<file path="config.mk">
export PLATFORM = sky130hd
export DESIGN_NAME = frame_transmit
export DESIGN_NICKNAME = d
export VERILOG_FILES = /design/src/rtl/frame_transmit.sv
export SDC_FILE = /design/constraint.sdc
export NUM_CORES = 1
export LEC_CHECK = 0
export CELL_PAD_IN_SITES_DETAIL_PLACEMENT = 0
export CELL_PAD_IN_SITES_GLOBAL_PLACEMENT = 2
export CORE_MARGIN = 5
export CORE_UTILIZATION = 35
export DETAILED_ROUTE_END_ITERATION = 7
export HOLD_SLACK_MARGIN = 0.12
export PLACE_DENSITY = 0.93
export SYNTH_ARGS = -nofsm -noshare
export SYNTH_HDL_FRONTEND = slang
export SYNTH_SLANG_ARGS = --single-unit
</file>
<file path="constraint.sdc">
create_clock -name clk -period 10.65 [get_ports clk]
set_input_delay 1.065 -clock clk [delete_from_list [all_inputs] [get_ports clk]]
set_output_delay 1.065 -clock clk [all_outputs]
set_load 0.01 [all_outputs]
</file>
<file path="src/rtl/frame_transmit.sv">
// frame_transmit: serial frame transmitter for the single-wire frame link.
//
// On an accepted start request the block latches the bit period, frame size
// and payload, then sends on TX: a start bit (1), the 4-bit frame size
// (MSB first), framesize+1 data bytes (byte 0 first, each MSB first), the
// 8-bit CRC of the size and data bits (MSB first) and a stop bit (0).
// Every bit lasts baudrate+1 clock cycles.
//
// Build option: define FRAME_TX_CRC_EN to include the CRC field. Without it
// the CRC state is removed, DATA is followed directly by STOP and crcout
// reads 0x00.
//
// Ports:
//   clk        in   1    system clock, rising edge
//   reset      in   1    asynchronous active-high reset
//   start      in   1    frame request, sampled only while idle
//   baudrate   in   8    bit period minus one
//   framesize  in   4    number of data bytes minus one
//   framedata  in   128  payload, byte k = framedata[127-8k -: 8]
//   TX         out  1    serial line, idle level 0
//   busy       out  1    frame in progress
//   done       out  1    one-cycle pulse after the stop bit completes
//   crcout     out  8    running CRC, final CRC after the frame
module frame_transmit (
  input  logic         clk,
  input  logic         reset,
  input  logic         start,
  input  logic [7:0]   baudrate,
  input  logic [3:0]   framesize,
  input  logic [127:0] framedata,
  output logic         TX,
  output logic         busy,
  output logic         done,
  output logic [7:0]   crcout
);

  typedef enum logic [2:0] {
    S_IDLE, S_START, S_SIZE, S_DATA, S_CRC, S_STOP
  } state_t;

  state_t         state_q, state_d;
  logic [7:0]     baud_q, baud_d;
  logic [7:0]     bit_cnt_q, bit_cnt_d;
  logic [2:0]     idx_q, idx_d;
  logic [3:0]     byte_q, byte_d;
  logic [3:0]     size_q, size_d;
  logic [127:0]   data_q, data_d;
  logic           tx_q, tx_d;
  logic           busy_q, busy_d;
  logic           done_q, done_d;
  logic           term;
  logic           cur_bit;
`ifdef FRAME_TX_CRC_EN
  logic [7:0]     crc_q, crc_d;
  logic [7:0]     snap_q, snap_d;
  logic [7:0]     crc_step;
`endif

  assign term = (bit_cnt_q == baud_q);

  // Value of the bit the FSM is currently presenting. TX is a registered
  // copy of this, so the line lags the state by exactly one cycle.
  always_comb begin
    cur_bit = 1'b0;
    case (state_q)
      S_START: cur_bit = 1'b1;
      S_SIZE:  cur_bit = size_q[idx_q[1:0]];
      S_DATA:  cur_bit = data_q[127];
`ifdef FRAME_TX_CRC_EN
      S_CRC:   cur_bit = snap_q[idx_q];
`endif
      default: cur_bit = 1'b0;
    endcase
  end

`ifdef FRAME_TX_CRC_EN
  // One step of the 0x07 CRC over the bit currently on the line.
  assign crc_step = {crc_q[6:0], 1'b0} ^ ((crc_q[7] ^ cur_bit) ? 8'h07 : 8'h00);
`endif

  always_comb begin
    state_d   = state_q;
    baud_d    = baud_q;
    idx_d     = idx_q;
    byte_d    = byte_q;
    size_d    = size_q;
    data_d    = data_q;
    bit_cnt_d = (state_q == S_IDLE || term) ? 8'd0 : bit_cnt_q + 8'd1;
    tx_d      = cur_bit;
    busy_d    = (state_q != S_IDLE);
    // busy_q high while the state is already back in IDLE can only mean
    // the previous cycle was the last stop-bit cycle.
    done_d    = busy_q && (state_q == S_IDLE);
`ifdef FRAME_TX_CRC_EN
    crc_d     = crc_q;
    snap_d    = snap_q;
`endif

    case (state_q)
      S_IDLE: begin
        // Holding off while busy_q is still set keeps a held start from
        // being taken before the done pulse has been issued.
        if (start && !busy_q) begin
          state_d   = S_START;
          baud_d    = baudrate;
          size_d    = framesize;
          data_d    = framedata;
          bit_cnt_d = 8'd0;
          idx_d     = 3'd0;
          byte_d    = 4'd0;
`ifdef FRAME_TX_CRC_EN
          crc_d     = 8'h00;
`endif
        end
      end
      S_START: begin
        if (term) begin
          state_d = S_SIZE;
          idx_d   = 3'd3;
        end
      end
      S_SIZE: begin
        if (term) begin
`ifdef FRAME_TX_CRC_EN
          crc_d = crc_step;
`endif
          if (idx_q == 3'd0) begin
            state_d = S_DATA;
            idx_d   = 3'd7;
            byte_d  = 4'd0;
          end else begin
            idx_d = idx_q - 3'd1;
          end
        end
      end
      S_DATA: begin
        if (term) begin
`ifdef FRAME_TX_CRC_EN
          crc_d = crc_step;
`endif
          // Payload is consumed from the top; the next bit is always [127].
          data_d = {data_q[126:0], 1'b0};
          if (idx_q == 3'd0) begin
            idx_d = 3'd7;
            if (byte_q == size_q) begin
`ifdef FRAME_TX_CRC_EN
              state_d = S_CRC;
              snap_d  = crc_step;
`else
              state_d = S_STOP;
`endif
            end else begin
              byte_d = byte_q + 4'd1;
            end
          end else begin
            idx_d = idx_q - 3'd1;
          end
        end
      end
`ifdef FRAME_TX_CRC_EN
      S_CRC: begin
        if (term) begin
          if (idx_q == 3'd0) state_d = S_STOP;
          else               idx_d   = idx_q - 3'd1;
        end
      end
`endif
      S_STOP: begin
        if (term) state_d = S_IDLE;
      end
      default: state_d = S_IDLE;
    endcase
  end

  always_ff @(posedge clk or posedge reset) begin
    if (reset) begin
      state_q   <= S_IDLE;
      baud_q    <= 8'd0;
      bit_cnt_q <= 8'd0;
      idx_q     <= 3'd0;
      byte_q    <= 4'd0;
      size_q    <= 4'd0;
      data_q    <= 128'd0;
      tx_q      <= 1'b0;
      busy_q    <= 1'b0;
      done_q    <= 1'b0;
`ifdef FRAME_TX_CRC_EN
      crc_q     <= 8'h00;
      snap_q    <= 8'h00;
`endif
    end else begin
      state_q   <= state_d;
      baud_q    <= baud_d;
      bit_cnt_q <= bit_cnt_d;
      idx_q     <= idx_d;
      byte_q    <= byte_d;
      size_q    <= size_d;
      data_q    <= data_d;
      tx_q      <= tx_d;
      busy_q    <= busy_d;
      done_q    <= done_d;
`ifdef FRAME_TX_CRC_EN
      crc_q     <= crc_d;
      snap_q    <= snap_d;
`endif
    end
  end

  assign TX   = tx_q;
  assign busy = busy_q;
  assign done = done_q;
`ifdef FRAME_TX_CRC_EN
  assign crcout = crc_q;
`else
  assign crcout = 8'h00;
`endif

endmodule

</file>
* Word-level counts from Yosys, hierarchy flattened *
Cells that the tools add are included.

storage, ports and cells
  memories kept = 0
  latch bits = 0
  memory bits (writable) = 0
  bits of input ports = 143
  bits in registers = 161
  output and inout port bits = 11
  memory bits (read-only) = 0

cells by class
  add/sub/neg operators = 3
  div/mod/pow operators = 0
  shifts and indexed selects = 0
  muxes and demuxes = 30
  magnitude comparators = 1
  eq/ne operators = 16
  multipliers = 0
  bitwise gates (word level) = 0
  reductions and logical operators = 16

operators with widths
  kind                                                    number
  two-way mux 128 bit                                     2
  one-hot mux 128 bit (2 select lines)                    1
  two-way mux 3 bit                                       12
  two-way mux 4 bit                                       6
  two-way mux 8 bit                                       3
  inequality test 2 bit (second input constant)           8
  one-hot mux 3 bit (5 select lines)                      1
  one-hot mux 4 bit (3 select lines)                      1
  one-hot mux 3 bit (3 select lines)                      1
  nonzero test 3 bit                                      3
  adder 8 x 1 -> 8 bit (second input constant)            1
  == test 8 bit                                           1
  AND reduction 8 bit                                     1
  AND reduction 7 bit                                     1
  == test 3 x 2 -> 1 bit (second input constant)          2
  zero test 3 bit                                         2
  adder 4 x 1 -> 4 bit (second input constant)            1
  == test 4 bit                                           1
  inequality test 2 x 1 -> 1 bit (second input constant)  2
  AND reduction 4 bit                                     1
  == test 3 x 1 -> 1 bit (second input constant)          1
  == test 3 bit (second input constant)                   1
  < comparator 2 x 3 -> 1 bit (second input constant)     1
  one-hot mux 1 bit (3 select lines)                      1
  10 further kinds                                        11

* Depth between registers and ports, before layout *
  depth after elaboration = 5
  depth in mapped cells = 10
  depth with buffers taken out = 7

* Least setup slack after synthesis *
No wires, ideal clock.

  path type = input -> register
  from = in start
  to = reg byte_q[0]
  stages = 5
  path slack = 8413 ps
  data arrival time = 2104 ps
  setup time = 133 ps
  path buffers = 0
  cells stage by stage = nand2b_1 o21ba_2 a2111oi_4 a21boi_0 mux2i_1

on the way
  longest elaborated chain between the ends = 3

RTL lines
  element                                          line  source
  from (decl)                                      27    input logic start,
  logical AND 1 bit                                103   if (start && !busy_q) begin
  inequality test 2 x 1 -> 1 bit (no source line)  --
  AND reduction 7 bit (no source line)             --
  to (signal assigned)                             196   byte_q <= byte_d;
  to (decl)                                        45    logic [3:0] byte_q, byte_d;

No other way between the ends.
A chain may end at the register's enable or synchronous reset.

* Worst setup path after layout *
  from = reg state_q[2]
  to = reg data_q[77]

on the way
  longest elaborated chain between the ends = 3
  elaborated cells between the ends (all ways) = 7
  classes of those cells = eq/ne: 3; mux: 1; reduce/logical: 3

RTL lines
  element                                                               line  source
  from (decl)                                                           41    state_t state_q, state_d;
  from (signal assigned)                                                192   state_q <= state_d;
  == test 3 x 2 -> 1 bit / zero test 3 bit (equally long branches)      99    case (state_q)
  inequality test 2 bit (no source line), or another cell as far along  --
  AND reduction 3 bit (no source line)                                  --
  to (signal assigned)                                                  198   data_q <= data_d;
  to (decl)                                                             47    logic [127:0] data_q, data_d;

Parallel ways exist; a longest one is shown, timed or not.

==> key figures <==
Synthesis
  – FF+latch count, synth: about 160
  – Prevailing post-synth register cell: dfrtp_1
  – Seq/Total Area, Yosys: 52.08%
  – Netlist cell types: 51
  – Area share of the largest cell type after synthesis: 52.08%
  – Avg Cell Area, Syn: 10.38 um^2
  – Post-synth top area cell: dfrtp_1
  – Asr flop ratio synth: 100.0%
  – Synth top area cells: dfrtp_1 52%, mux2i_1 17%, nand2_1 8.2%
  – Synthesized area: 7736 um^2
  – Cell with the most instances after synthesis: nand2_1
  – Number of synthesized flops with an enable pin: 0
  – Cells after Synth: 745
  – Post-synth top cells: 169 x nand2_1, 161 x dfrtp_1, 128 x mux2i_1, 78 x o21ai_1, 51 x o21ai_0
  – YS warnings: 0

STA
  – Fin Clk Skew: 9.477 ps
  – Post-route worst setup slack: 7613 ps
  – Hold WS: 478.6 ps
  – Worst relative slew slack: 26.87%
  – Finish-stage setup viols: 0
  – RSZ-0062 raised after global routing: no
  – Fmax: roughly 330 MHz
  – Worst Tran Pin Value: 1097 ps
  – Final setup TNS: 0 ps
  – Fin. Hold Viols: 0
  – Max Slew Vio Count: 0
  – Crit share post-route: 28.52%
  – Final worst path period need: 3037 ps

Finish
  – Net count, final: 1013
  – Fillers: 2110
  – # diodes: 0
  – Share of cells above drive strength 1: 6.036%
  – Finished Core Util: 45.14%
  – Area occupied by multi-input gates: 3347 um^2
  – Register Area: 4029 um^2
  – Area Overhead vs Synth: 27.35%

CTS
  – H-tree depth: 4
  – Clock Path Buffers: 2
  – CTS sink cnt: 161
  – Post-CTS resize count: 0
  – Clock Latency Late Sink: 420 ps
  – Clock Root Buffer: clkbuf_16
  – CTS tree: built
  – Worst-path clk slew: approximately 60 ps
  – CTS Hold Bufs: 0
  – Setup bufs post-CTS: 0
  – Num CTS Buffers: 17

Routing
  – First-iteration detailed-routing DRC count: about 230
  – Post-DR wirelength/cell: around 14 um
  – Final ANT Viol Nets: 0
  – Drt drc: 0
  – Vias per cell: 4.640
  – Vias: 5373
  – Post-Route WL: 16500 um
  – Pre-Repair DR Iteration Count: 4

Worst setup path
  – FF-to-FF Start: state_q[2]$_DFFE_PP0P_
  – Worst setup SP type: flip-flop
  – Critical Path Start: state_q[2]$_DFFE_PP0P_
  – RR Endpoint: data_q[77]$_DFFE_PP0P_
  – CP max FO: 255
  – CP endpoint kind: flip-flop
  – Worst setup path category: flip-flop to flip-flop
  – Setup crit end: data_q[77]$_DFFE_PP0P_
  – Critical Path RT: 10890 ps
  – Reg2reg path depth: 7
  – Critical Path AT: 3280 ps
  – Flop2flop setup slack: 7610 ps

Pwr
  – Peak supply drop: 130.6 uV
  – Leakage: 4.683 nW
  – Power per standard cell area: between 200 and 300 nW/um^2

Floorplan
  – CORE AREA: 21820 um^2
  – Die Span Y: 158.7 um
  – Initial Util: 35.45%
  – Floorplan row count: 54
  – Ports: 154
  – Die area: 25180 um^2
  – Die Wd: about 160 um

Min path
  – Worst hold-check path type: flip-flop to flip-flop
  – WHS Path Cells: 2

Placed design
  – Dpl hpwl: 10960 um
  – Port bufs: around 150
  – Placer Congestion: between 0.7 and 0.8
  – Setup WS pre-CTS: between 7000 and 8000 ps

Run status
  – Status: complete, no violations

GRT
  – First-pass GRT wire length: between 20000 and 30000 um
  – Initial antenna violation count: 0
  – GRT Util Overall: 13.38%
  – Largest net degree at the start of global routing: 256
  – Vias in the first global route: 5434
  – Grt ovf: 0

Flow run
  – Max Cap Viol: 0
[flip-flops by register name (all words and copies together) (netlist names)]
name       flops
size_q         4
TX             1
bit_cnt_q      8
byte_q         4
done           1
baud_q         8
state_q        3
busy           1
idx_q          3
data_q       128
[logic make-up after synthesis]
family | share of synthesized area [%]
muxes | 16.85
and+or+nand+nor | 12.13
buffers and inverters | 5.273
DFF | 52.08
other | 0.04847
adders and majority gates | 0.6470
AOI/OAI and AO/OA | 10.93
xor gates and xnor gates | 2.038
[power by group]
group          leakage [nW]  internal, mW  switching, mW
Sequential             2.03         0.881          0.166
Clock                 0.271         0.355          0.264
Combinational          2.38         0.388          0.433
[placed cells by master, fill, tap and decap left out, types with 6 or more instances in the layout]
cell type,netlist,final
nand3_1,9,9
conb_1,1,8
mux2i_1,128,128
clkbuf_16,0,17
clkdlybuf4s50_1,0,145
dfrtp_1,161,161
nor2_1,13,13
o21ai_0,51,51
nand2_1,169,168
a21oi_1,6,6
clkinvlp_4,0,6
o21ai_1,78,78
xor2_1,14,14
[layer usage]
layer  vias to the layer above  wire length (um)  GRT usage, %
met1                      2478              8178         19.07
met2                       104              7206         20.44
met4                         0               147         3.412
met3                        13               971         3.425
met5                         -                 0             0
li1                       2778                 -             -
[per-stage QoR]
stage / area, um^2 / power (mW) / std cells
global route: 9852 / 2.701 / 1158
finish: 9852 / 2.488 / 1158
detailed placement: 9259 / 1.902 / 1127
global placement: 9259 / 1.876 / 1127
floorplan: 7762 / 1.701 / 752
CTS: 9852 / 2.534 / 1158
[worst min-delay path by stage]
| stage | end | startpoint | slack, ps |
|---|---|---|---|
| finish | data_q[85]$_DFFE_PP0P_ | data_q[85]$_DFFE_PP0P_ | 480 |
| global route | data_q[5]$_DFFE_PP0P_ | data_q[5]$_DFFE_PP0P_ | 500 |
| CTS | data_q[81]$_DFFE_PP0P_ | data_q[81]$_DFFE_PP0P_ | 480 |
| detailed placement | data_q[81]$_DFFE_PP0P_ | data_q[81]$_DFFE_PP0P_ | 470 |
| global placement | data_q[108]$_DFFE_PP0P_ | data_q[108]$_DFFE_PP0P_ | 460 |
| floorplan | data_q[66]$_DFFE_PP0P_ | data_q[66]$_DFFE_PP0P_ | 450 |
[cell type report]
| cell class | instances | area share [%] |
|---|---|---|
| inverters | 7 | 0.3175 |
| clock buffers | 18 | 4.458 |
| multi-input cells | 529 | 33.97 |
| well taps | 280 | 3.556 |
| clock inverters | 13 | 1.562 |
| flip-flops and latches | 161 | 40.89 |
| repair buffers | 150 | 15.24 |
[worst max-delay path: stages, from the launching register on]
cell	delay [ps]
dfrtp_1	530
nand2b_1	360
nor2_4	130
buf_4	720
a31oi_4	190
buf_12	290
nand2_1	220
o21ai_0	110
Note: power is estimated with default switching activity, not from simulation.
